[src/rtl/alu_fpga_seq.sv]
// Interactive ALU test harness for a board. Debounced push-buttons build the
// operands and opcode from switches, drive an external ALU, latch its result
// and flags, and show values on active-low seven-segment digits.

// Per-key front end: synchroniser, debouncer, press-pulse generator.
module alu_key_deb #(
    parameter int DEB_CYC = 50000
) (
    input  logic clk_i,
    input  logic rst_ni,
    input  logic key_ni,
    output logic press_o
);
    localparam int CNT_W = (DEB_CYC > 2) ? $clog2(DEB_CYC) : 1;
    localparam logic [CNT_W-1:0] LAST = CNT_W'(DEB_CYC - 1);

    logic [1:0]       sync_q;
    logic [1:0]       wu_q;    // sync pipeline warm-up after reset
    logic             arm_q;   // key has been seen released since reset
    logic             deb_q;
    logic [CNT_W-1:0] cnt_q;
    logic             press_q;

    // Sync, debounce and emit one pulse per accepted press; a key held through
    // reset stays disarmed until it is observed released.
    always_ff @(posedge clk_i or negedge rst_ni) begin
        if (!rst_ni) begin
            sync_q  <= 2'b11;
            wu_q    <= 2'd0;
            arm_q   <= 1'b0;
            deb_q   <= 1'b1;
            cnt_q   <= '0;
            press_q <= 1'b0;
        end else begin
            sync_q  <= {sync_q[0], key_ni};
            press_q <= 1'b0;
            if (wu_q != 2'd2) wu_q <= wu_q + 2'd1;
            if (wu_q == 2'd2 && sync_q[1]) arm_q <= 1'b1;
            if (sync_q[1] == deb_q) begin
                cnt_q <= '0;
            end else if (cnt_q == LAST) begin
                cnt_q   <= '0;
                deb_q   <= sync_q[1];
                press_q <= ~sync_q[1] & arm_q;
            end else begin
                cnt_q <= cnt_q + 1'b1;
            end
        end
    end

    assign press_o = press_q;
endmodule

module alu_fpga_seq #(
    parameter int DATA_W  = 32,
    parameter int IN_W    = 16,
    parameter int ALUOP_W = 4,
    parameter int NDIGITS = 8,
    parameter int DEB_CYC = 50000
) (
    input  logic                 CLK,
    input  logic                 nRST,
    input  logic [3:0]           key_n,
    input  logic [IN_W-1:0]      sw,
    output logic [DATA_W-1:0]    alu_porta,
    output logic [DATA_W-1:0]    alu_portb,
    output logic [ALUOP_W-1:0]   alu_op,
    input  logic [DATA_W-1:0]    alu_out,
    input  logic                 alu_zf,
    input  logic                 alu_nf,
    input  logic                 alu_of,
    output logic [NDIGITS*7-1:0] hex,
    output logic [4:0]           ledr
);
    typedef enum logic [1:0] {
        ENT_A  = 2'b00,
        ENT_B  = 2'b01,
        ENT_OP = 2'b10,
        SHOW   = 2'b11
    } state_t;

    logic [3:0] press;

    alu_key_deb #(.DEB_CYC(DEB_CYC)) u_deb [3:0] (
        .clk_i  (CLK),
        .rst_ni (nRST),
        .key_ni (key_n),
        .press_o(press)
    );

    // Priority resolution: CLEAR > NEXT > NEG > SHIFT.
    logic do_clr, do_nxt, do_neg, do_shf;
    assign do_clr = press[3];
    assign do_nxt = press[1] & ~press[3];
    assign do_neg = press[2] & ~press[3] & ~press[1];
    assign do_shf = press[0] & ~press[3] & ~press[1] & ~press[2];

    state_t              state_q;
    logic [DATA_W-1:0]   a_q, b_q, res_q;
    logic [ALUOP_W-1:0]  op_q;
    logic [2:0]          flg_q;   // {of, nf, zf}

    // Shift IN_W switch bits into the low end, keeping the low DATA_W bits.
    function automatic logic [DATA_W-1:0] shift_in(input logic [DATA_W-1:0] v,
                                                   input logic [IN_W-1:0]   s);
        logic [DATA_W+IN_W-1:0] t;
        t = {v, s};
        return t[DATA_W-1:0];
    endfunction

    // Entry FSM: operand/opcode editing and result capture on SHOW entry.
    always_ff @(posedge CLK or negedge nRST) begin
        if (!nRST) begin
            state_q <= ENT_A;
            a_q     <= '0;
            b_q     <= '0;
            op_q    <= '0;
            res_q   <= '0;
            flg_q   <= '0;
        end else if (do_clr) begin
            state_q <= ENT_A;
            a_q     <= '0;
            b_q     <= '0;
            op_q    <= '0;
            res_q   <= '0;
            flg_q   <= '0;
        end else if (do_nxt) begin
            case (state_q)
                ENT_A:   state_q <= ENT_B;
                ENT_B:   state_q <= ENT_OP;
                ENT_OP: begin
                    state_q <= SHOW;
                    res_q   <= alu_out;
                    flg_q   <= {alu_of, alu_nf, alu_zf};
                end
                default: state_q <= ENT_A;
            endcase
        end else if (do_neg) begin
            if (state_q == ENT_A) a_q <= '0 - a_q;
            if (state_q == ENT_B) b_q <= '0 - b_q;
        end else if (do_shf) begin
            case (state_q)
                ENT_A:   a_q  <= shift_in(a_q, sw);
                ENT_B:   b_q  <= shift_in(b_q, sw);
                ENT_OP:  op_q <= sw[ALUOP_W-1:0];
                default: ;
            endcase
        end
    end

    assign alu_porta = a_q;
    assign alu_portb = b_q;
    assign alu_op    = op_q;

    logic [DATA_W-1:0] disp_src;

    // Display source follows the current state.
    always_comb begin
        disp_src = res_q;
        case (state_q)
            ENT_A:   disp_src = a_q;
            ENT_B:   disp_src = b_q;
            ENT_OP:  disp_src = DATA_W'(op_q);
            default: disp_src = res_q;
        endcase
    end

    function automatic logic [6:0] seg7(input logic [3:0] n);
        case (n)
            4'h0: return 7'h40;  4'h1: return 7'h79;
            4'h2: return 7'h24;  4'h3: return 7'h30;
            4'h4: return 7'h19;  4'h5: return 7'h12;
            4'h6: return 7'h02;  4'h7: return 7'h78;
            4'h8: return 7'h00;  4'h9: return 7'h10;
            4'hA: return 7'h08;  4'hB: return 7'h03;
            4'hC: return 7'h27;  4'hD: return 7'h21;
            4'hE: return 7'h06;  default: return 7'h0E;
        endcase
    endfunction

    for (genvar g = 0; g < NDIGITS; g++) begin : g_dig
        if (4 * g >= DATA_W) begin : g_blank
            assign hex[7*g +: 7] = 7'h7F;
        end else begin : g_nib
            logic [3:0] nib;
            logic [6:0] seg_q;
            assign nib = 4'(disp_src >> (4 * g));
            // Registered digit driver.
            always_ff @(posedge CLK or negedge nRST) begin
                if (!nRST) seg_q <= 7'h40;
                else       seg_q <= seg7(nib);
            end
            assign hex[7*g +: 7] = seg_q;
        end
    end

    logic [4:0] ledr_q;

    // Registered status LEDs: latched flags over the state code.
    always_ff @(posedge CLK or negedge nRST) begin
        if (!nRST) ledr_q <= '0;
        else       ledr_q <= {flg_q, state_q};
    end

    assign ledr = ledr_q;
endmodule

[config.mk]
export PLATFORM = sky130hd
export DESIGN_NAME = alu_fpga_seq
export DESIGN_NICKNAME = d
export VERILOG_FILES = /design/src/rtl/alu_fpga_seq.sv
export SDC_FILE = /design/constraint.sdc
export NUM_CORES = 1
export LEC_CHECK = 0
export ABC_AREA = 0
export CAP_MARGIN = 5
export CORE_UTILIZATION = 45
export CTS_CLUSTER_DIAMETER = 50
export DETAILED_ROUTE_END_ITERATION = 8
export GPL_TIMING_DRIVEN = 0
export PLACE_DENSITY = 0.7
export SYNTH_ARGS = -nofsm -noshare
export SYNTH_HDL_FRONTEND = slang
export SYNTH_SLANG_ARGS = --single-unit
[constraint.sdc]
create_clock -name CLK -period 2.7 [get_ports CLK]
set_clock_uncertainty 0.1 [all_clocks]
set_input_delay 0.405 -clock CLK [delete_from_list [all_inputs] [get_ports CLK]]
set_output_delay 0.405 -clock CLK [all_outputs]
set_load 0.02 [all_outputs]
# Word level (Yosys, flattened, before mapping)
# Memories as Yosys holds them, arrays and structs flattened. A register that Yosys moved wholly into a read port is not among the register bits.
# Index checks and enable logic that the tools add are counted.
# word_totals
memories	8
out_inout_bits	129
inputBits	57
regBits	202
romBits	896
elab_cells	160
# classes
n_bitwise	21
muxes	43
eq_ne	20
n_reduce_logical	27
addsub	10
# memory_table
name	words	word_bits	rd	rd_clocked_by_memory_dff	write_ports	line_no	text
(name not given)	16	7	1	1	0	169	case (n)
(name not given)	16	7	1	1	0	169	
(name not given)	16	7	1	1	0	169	
(name not given)	16	7	1	1	0	169	
(name not given)	16	7	1	1	0	169	
(name not given)	16	7	1	1	0	169	
+2 memories	n/a	n/a	n/a	n/a	n/a	n/a	
# op_table
cell	n
32-bit 2-to-1 mux	15
16-bit 2-to-1 mux	8
32-bit one-hot mux with 3 select lines	1
16-bit by 1-bit adder with 16-bit output (second input constant)	4
16-bit == test (second input constant)	4
1-bit by 32-bit subtractor with 32-bit output (first input constant)	2
4-bit 2-to-1 mux	5
1-bit inverter	11
1-bit bitwise AND	10
2-bit == test (second input constant)	5
2-bit AND reduction	5
2-bit nonzero test	5
3-bit 2-to-1 mux	3
2-bit by 1-bit adder with 2-bit output (second input constant)	4
1-bit zero test	8
1-bit 2-to-1 mux	8
2-bit inequality test (second input constant)	4
2-bit one-hot mux with 3 select lines	1
3-bit AND reduction	2
1-bit == test	4
1-bit logical AND	4
2-bit 2-to-1 mux	2
2-bit by 1-bit inequality test with 1-bit output (second input constant)	2
4-bit AND reduction	1
3 further kinds	3

# Depth between registers and ports, before layout
# Gate-level depths: netlist (run 1).
# logic_depth
ltp_word	8
ltp_mapped	12
depth_no_buf	9

# Hierarchy
# Synthesis (run 1) repeated with hierarchy kept, for this count alone.
# unflattened
hier_cells	1483
area_unflattened_um2	14206.1
# modules_own_cells
mod	area_per_inst_um2	seq_area_each_um2	n_inst	cells_each
alu_fpga_seq	9952.0	4164.0	1	1095
alu_key_deb	1063.5	579.3	4	97

# Worst setup path after synthesis (run 1)
# OpenSTA, ideal clock, no wires.
# synth_path
path_type	register -> register
startpoint	reg state_q[1]
endpoint	reg g_dig[3].g_nib.seg_q[3]
path_stages_with_launch	13
period_less_slack_ns	2.531
t_arrival_ns	2.294
setup_slack_ns	0.169
cell_sequence	dfrtp_1 -> inv_1 -> ha_1 -> buf_2 -> buf_4 -> buf_4 -> a22oi_1 -> o21ai_0 -> inv_1 -> ha_1 -> nand2b_1 -> o211ai_1 -> o31ai_1
# synth_via
elab_chain_cells	2
elab_cells_between_ends	4
# synth_lines
item	line_no	text
start: declaration	98	state_t state_q;
start signal: assignment	114	state_q <= ENT_A;
start signal: assignment	121	state_q <= ENT_A;
start signal: assignment	129	ENT_A: state_q <= ENT_B;
2-bit == test, or another cell as far along	160	case (state_q)
32-bit one-hot mux with 3 select lines (*)	160	
end: declaration	186	logic [6:0] seg_q;
# Mark *: on every way between the ends. The rest lies on a longest branch, timed or not.
# A chain may end at the register's enable or synchronous reset.

# Final worst setup path (run 1)
# layout_path
startpoint	reg state_q[0]
endpoint	reg g_dig[6].g_nib.seg_q[3]
# layout_via
elab_chain_cells	2
elab_cells_between_ends	4
# layout_lines
item	line_no
2-bit == test, or another cell as far along	160
32-bit one-hot mux with 3 select lines (*)	160
end: declaration	186
# Marks and branches as above.

==> impl_metrics.env, run 1 <==
export IMPL_status="complete, no violations"
export IMPL_synth_seq_cells=258
export IMPL_area_growth_pct=28.67
export IMPL_die_w_um=178.2
export IMPL_endpoint_kind="flip-flop"
export IMPL_ff2ff_setup_slack_ns=0.11
export IMPL_drc=0
export IMPL_min_period_ns=2.592
export IMPL_overflow=0
export IMPL_grt_max_degree=117
export IMPL_drive_above_1_share=0.1217
export IMPL_cp_required_ns=2.98
export IMPL_path_buf_inv=4
export IMPL_peakVddDrop_mv=0.5414
export IMPL_vias=12640
export IMPL_p_sw_frac=0.2157
export IMPL_fmax_mhz=385.9
export IMPL_grt_pass1_vias=11820
export IMPL_p_int_mw=7.246
export IMPL_p_per_area_nw_per_um2=514.2
export IMPL_wl_um=42780
export IMPL_viasPerCell=5.983
export IMPL_clockRootBuffer="clkbuf_16"
export IMPL_grtUsageTotal=0.2688
export IMPL_h_tree_depth=2
export IMPL_ant_nets=0
export IMPL_finalMaxSlewViolations=0
export IMPL_yosysWarnings=0
export IMPL_synthArstFlopShare=1.000
export IMPL_cpPeakStageDelay_ns=0.40
export IMPL_fp_dieH_um=178.2
export IMPL_grt_pass1_wl_um=65820
export IMPL_cts_buffers=37
export IMPL_synthCells=1446
export IMPL_row_count=64
export IMPL_finalCritPeriodShare=0.9599
export IMPL_placed_cell_area_um2=16370
export IMPL_hpwl_um=30590
export IMPL_nets=1811
export IMPL_fin_area_um2=17970
export IMPL_avgSynthCellArea_um2=9.657
export IMPL_crit_type="reg -> reg"
export IMPL_fin_ws_ns=0.1083
export IMPL_dp_slack_ns=-0.5214
export IMPL_clockBufferDepth=3
export IMPL_synth_edff_count=0
export IMPL_wl_per_cell_um=20.25
export IMPL_n_antenna_cell=0
export IMPL_crit_slowest_cell="dfrtp_1"
export IMPL_tightest_slew_ns=0.8760
export IMPL_clk_latency_ns=0.52
export IMPL_slew_headroom=0.4160
export IMPL_crit_chain="inv_1, ha_1, buf_2, buf_4, a221o_1, o21ai_2, inv_1, ha_1, nor2_2, o21bai_1, mux2i_1"
export IMPL_hold_viol=0
export IMPL_power_switching_mw=1.993
export IMPL_leakage_nw=7.740
export IMPL_cp_max_fo=10
export IMPL_io_buffers=185
export IMPL_setup_viol=0
export IMPL_postSynthNetCount=1566
export IMPL_tritoncts="built"
export IMPL_clock_sinks=258
export IMPL_initial_core_util=0.4565
export IMPL_dr_first_iter_drc_count=1379
export IMPL_core_area_um2=30590
export IMPL_start_kind="flip-flop"
export IMPL_clkPwrFrac=0.548
export IMPL_synthFlopType="dfrtp_1"
export IMPL_ys_seq_area_frac=0.4642
export IMPL_hold_ws_ns=0.1977
export IMPL_finalWeightedCongestion=0.9509
export IMPL_tns_ns=0
export IMPL_arrival_ns=2.87
export IMPL_crit_family="compound AO/OA/AOI/OAI gates"
export IMPL_final_cell_count_no_fill=2113
export IMPL_yosysTopAreaCell="dfrtp_1"
export IMPL_grt_antenna_before_repair=0
export IMPL_clk_pin_slew_ns=0.05
export IMPL_rsz0062_at_grt="true"
export IMPL_n_fill_cell=2651
export IMPL_synth_distinct_cells=80
export IMPL_combPwrFrac=0.028
export IMPL_worstHoldPathType="in -> reg"
export IMPL_ios=186
export IMPL_synth_area_leaders="dfrtp_1, ha_1, nor2_1"
export IMPL_cap_violations=0
export IMPL_die_area_um2=31740
export IMPL_dp_cells=2029
export IMPL_seqPwrFrac=0.424
export IMPL_synth_top_area_frac=0.4265
export IMPL_drt_pass1_iter_count=7
export IMPL_syn_cell_area_um2=13960
worst reg2reg max path, stage by stage, from the launching register on:
cell and delay (ns):
dfrtp_1 0.40, inv_1 0.09, ha_1 0.19, buf_2 0.19, buf_4 0.22, a221o_1 0.36, o21ai_2 0.15, inv_1 0.13
ha_1 0.23, nor2_2 0.17, o21bai_1 0.14, mux2i_1 0.08
power by group through the flow:
stage	logic (mW)	registers, mW	clock network, mW
4_1_cts	0.264	3.92	5.13
3_5_place_dp	0.261	3.98	0
2_1_floorplan	0.0507	3.98	0
5_1_grt	0.287	3.92	5.30
6_report	0.257	3.92	5.06
3_3_place_gp	0.249	3.99	0
final cells by class:
type                            instances  area, µm²  area share
Timing Repair Buffer                  207       2064      0.1149
Buffer                                 77      389.1     0.02166
Multi-Input combinational cell       1064       7076      0.3938
Sequential cell                       258       6481      0.3607
Clock buffer                           44       1002     0.05578
Tap cell                              396      495.5     0.02758
Clock inverter                         21      286.5     0.01595
Inverter                               46      172.7    0.009610
metal layers:
metal | up-vias | share of wire | wire length (µm) | GRT usage
met1 | 6150 | 0.42 | 17880 | 0.3695
met4 | 0 | 0.034 | 1471 | 0.1015
li1 | 5757 | - | - | -
met5 | - | 0 | 0 | 0
met2 | 637 | 0.45 | 19340 | 0.4197
met3 | 99 | 0.095 | 4083 | 0.05115
synth_stat cells (all sizes together) (20+ instances only):
cell	number
dfstp	20
o21ai	114
clkbuf	57
xor2	33
xnor2	33
inv	46
mux2i	21
dfrtp	238
nand2	120
ha	63
nor2	158
a21oi	57
a22o	39
and3	24
nor3	47
a22oi	27
buf	21
nand3	50
nor4	33
final timing paths:
kind	from	endpoint	depth (start not counted)
max	state_q[0]	g_dig[6].g_nib.seg_q[3]	11
min	key_n[3]	u_deb[3].sync_q[0]	1
max reg2reg	state_q[0]	g_dig[6].g_nib.seg_q[3]	11
min reg2reg	u_deb[0].sync_q[0]	u_deb[0].sync_q[1]	0
max in group asynchronous	nRST	u_deb[3].sync_q[0]	3
min in group asynchronous	nRST	g_dig[3].g_nib.seg_q[5]	2
what timing repair did:
item                       4_1_cts  5_1_grt
gates resized for setup         29       41
hold endpoints to repair       102        0
hold buffers                     1        0
setup endpoints to repair       56       52
buffers inserted                 8       11
pin swaps                        4       10
stage by stage:
step / utilization / power (mW)
after floorplan: - / 4.032
after global placement: 0.5332 / 4.236
after detailed placement: 0.5352 / 4.245
after CTS: 0.5817 / 9.312
after global routing: 0.5874 / 9.504
final: 0.5874 / 9.239
state kept, by name (all words and copies together) (netlist names):
register	cells
alu_op	4
alu_porta	32
alu_portb	32
flg_q	3
g_dig.g_nib.seg_q	56
ledr	5
res_q	32
state_q	2
u_deb.arm_q	4
u_deb.cnt_q	64
u_deb.deb_q	4
u_deb.press_o	4
u_deb.sync_q	8
u_deb.wu_q	8
layout by cell type, fill, tap and decap left out, drive strengths merged, types with 21 or more instances in the layout:
cell / n
mux2i: 21
nor4: 33
a21oi: 57
dfrtp: 238
clkdlybuf4s50: 184
nand2: 120
and3: 24
o21ai: 114
inv: 49
xor2: 33
ha: 63
nand3: 50
buf: 44
nor3: 47
xnor2: 33
a22oi: 27
a22o: 39
nor2: 158
clkbuf: 99
cell families after synthesis:
family          Yosys count  share of synthesized area
mux                      28                    0.02070
buf+inv                 124                    0.03790
compound gates          390                     0.1898
fa+ha+maj                63                    0.05645
simple gates            517                     0.1896
flops                   258                     0.4642
xor+xnor                 66                    0.04140
Power figures use the tool's default switching activity.
==> run 2: changes to the inputs <==
--- a/config.mk
+++ b/config.mk
@@ -10,3 +10,2 @@
 export CORE_UTILIZATION = 45
-export CTS_CLUSTER_DIAMETER = 50
 export DETAILED_ROUTE_END_ITERATION = 8
==> constraint.sdc (replaced) <==
create_clock -name CLK -period 2.7 [get_ports CLK]
set_clock_uncertainty 0.1 [all_clocks]
set_input_delay 0.54 -clock CLK [delete_from_list [all_inputs] [get_ports CLK]]
set_output_delay 0.54 -clock CLK [all_outputs]
set_load 0.02 [all_outputs]
==> impl_metrics.env, run 2 (same netlist as run 1, synthesis figures left out) <==
export IMPL_drt_pass1_iter_count=5
export IMPL_layout_commonest_cell="dfrtp_1"
export IMPL_post_route_util=0.5830
export IMPL_min_to="u_deb[0].sync_q[1]"
export IMPL_endpoint_kind="flip-flop"
export IMPL_h_tree_depth=1
export IMPL_clk_pin_slew_ns=0.06
export IMPL_cpPeakStageDelay_ns=0.39
export IMPL_highest_layer="met4"
export IMPL_worstHoldPathType="reg -> reg"
export IMPL_clockRootBuffer="clkbuf_16"
export IMPL_fmax_mhz=379.3
export IMPL_clockBufferDepth=3
export IMPL_grt_pass1_wl_um=65960
export IMPL_min_path_cells=0
export IMPL_grtUsageTotal=0.2677
export IMPL_tightest_slew_ns=0.8836
export IMPL_overflow=0
export IMPL_initial_core_util=0.4565
export IMPL_n_antenna_cell=0
export IMPL_hpwl_um=30590
export IMPL_io_buffers=185
export IMPL_largest_register_ffs=64
export IMPL_hold_ws_ns=0.2538
export IMPL_slew_headroom=0.4109
export IMPL_reg2reg_to="g_dig[6].g_nib.seg_q[3]"
export IMPL_fin_area_um2=17830
export IMPL_row_count=64
export IMPL_crit_type="reg -> reg"
export IMPL_wl_per_cell_um=20.46
export IMPL_tritoncts="built"
export IMPL_ff2ff_path_depth=12
export IMPL_cap_violations=0
export IMPL_finalCritPeriodShare=0.9764
export IMPL_largest_register="u_deb.cnt_q"
export IMPL_reg_largest_list="u_deb.cnt_q x64, g_dig.g_nib.seg_q x56"
export IMPL_ff2ff_setup_slack_ns=0.06
export IMPL_wl_met2_um=19460
export IMPL_ant_nets=0
export IMPL_crit_top_cell="buf_6"
export IMPL_n_fill_cell=2670
export IMPL_core_area_um2=30590
export IMPL_leakage_nw=7.669
export IMPL_clock_sinks=258
export IMPL_ios=186
export IMPL_crit_chain="inv_1, ha_1, buf_6, buf_6, buf_6, a22oi_1, o21ai_2, buf_4, ha_1, nor2_1, o21bai_1, mux2i_1"
export IMPL_cts_buffers=30
export IMPL_status="complete, no violations"
export IMPL_vias=12600
export IMPL_setup_viol=0
export IMPL_nets=1805
export IMPL_fp_dieH_um=178.2
export IMPL_hold_viol=0
export IMPL_r2r_start="state_q[1]"
export IMPL_drive_above_1_share=0.1141
export IMPL_p_per_area_nw_per_um2=496.8
export IMPL_drc=0
export IMPL_die_w_um=178.2
export IMPL_peakVddDrop_mv=0.4237
export IMPL_arrival_ns=2.96
export IMPL_min_period_ns=2.636
export IMPL_hold_start="u_deb[0].sync_q[0]"
export IMPL_cp_max_fo=10
export IMPL_wl_um=43060
export IMPL_final_cell_mix="dfrtp_1, clkdlybuf4s50_1, nor2_1, nand2_1, o21ai_0"
export IMPL_finalWeightedCongestion=0.9509
export IMPL_wl_met3_um=4248
export IMPL_die_area_um2=31740
export IMPL_grt_pass1_vias=11770
export IMPL_grt_antenna_before_repair=0
export IMPL_placed_cell_area_um2=16370
export IMPL_start_kind="flip-flop"
export IMPL_crit_slowest_cell="dfrtp_1"
export IMPL_dr_first_iter_drc_count=1190
export IMPL_clk_latency_ns=0.56
export IMPL_rsz0062_at_grt="true"
export IMPL_cp_required_ns=3.02
export IMPL_drt_met1_wl_um=17770
export IMPL_viasPerCell=5.987
export IMPL_finalMaxSlewViolations=0
export IMPL_grt_max_degree=117
export IMPL_area_growth_pct=27.71
-- run 2: cell count changes in the layout (fill, tap and decap cells not counted), moves of 3 or more --
cell	delta
clkbuf_16	-6
clkbuf_4	+3
clkinvlp_4	+4
o21ai_1	+3
inv_6	-3
clkinv_4	-3
o21ai_2	-4
-- run 2: what timing repair did --
item / in CTS / in global routing
resized for setup: 29 / 36
pin swaps: 3 / 13
hold buffers: 1 / 0
setup endpoints to repair: 56 / 49
hold endpoints to repair: 1 / 0
buffers inserted: 6 / 13
-- run 2: power by group --
group	internal (mW)	leakage (nW)	switching (mW)
Clock	2.99	0.556	1.70
Sequential	3.89	3.31	0.0207
Combinational	0.111	3.81	0.147
Total	6.99	7.67	1.86
-- run 2: stage by stage --
step / TNS (ns) / setup WS, ns / power [mW] / std cells
3_5_place_dp: -16.80 / -0.5214 / 4.245 / 2029
2_1_floorplan: 0 / 0.1694 / 4.032 / 1446
4_1_cts: 0 / 0.01527 / 8.919 / 2092
6_report: 0 / 0.06378 / 8.858 / 2105
3_3_place_gp: -2519.02 / -10.01 / 4.236 / 2027
5_1_grt: -0.1888 / -0.07148 / 9.101 / 2105
-- run 2: per-layer routing --
layer,global-route usage,vias to the layer above
li1,-,5745
met3,0.04923,108
met4,0.09046,0
met2,0.4232,633
met5,0,-
met1,0.3687,6117
-- run 2: worst max-delay path, delay by kind of cell, from the launching register on --
| kind | cells | cell delay (ns) |
|---|---|---|
| AOI/OAI and AO/OA | 3 | 0.63 |
| DFF | 1 | 0.39 |
| adders and majority gates | 2 | 0.39 |
| and+or+nand+nor | 1 | 0.21 |
| buffers and inverters | 5 | 0.70 |
| muxes | 1 | 0.08 |
-- run 2: area by class of cell --
cell class,instances,area [µm²],area share
inverters,46,172.7,0.009683
multi-input cells,1064,7061,0.3959
plain buffers,78,394.1,0.02210
flip-flops and latches,258,6481,0.3635
well taps,396,495.5,0.02779
repair buffers,207,2064,0.1158
clock inverters,20,319.1,0.01789
clock buffers,36,844.6,0.04736
-- run 2: worst max path at each step --
stage                                          to  startpoint  slack, ns
after floorplan           g_dig[3].g_nib.seg_q[3]  state_q[1]       0.17
after global placement          u_deb[3].cnt_q[8]        nRST     -10.01
after detailed placement  g_dig[3].g_nib.seg_q[3]  state_q[0]      -0.52
after CTS                 g_dig[0].g_nib.seg_q[3]  state_q[1]       0.02
after global routing      g_dig[6].g_nib.seg_q[3]  state_q[1]      -0.07
final                     g_dig[6].g_nib.seg_q[3]  state_q[1]       0.06
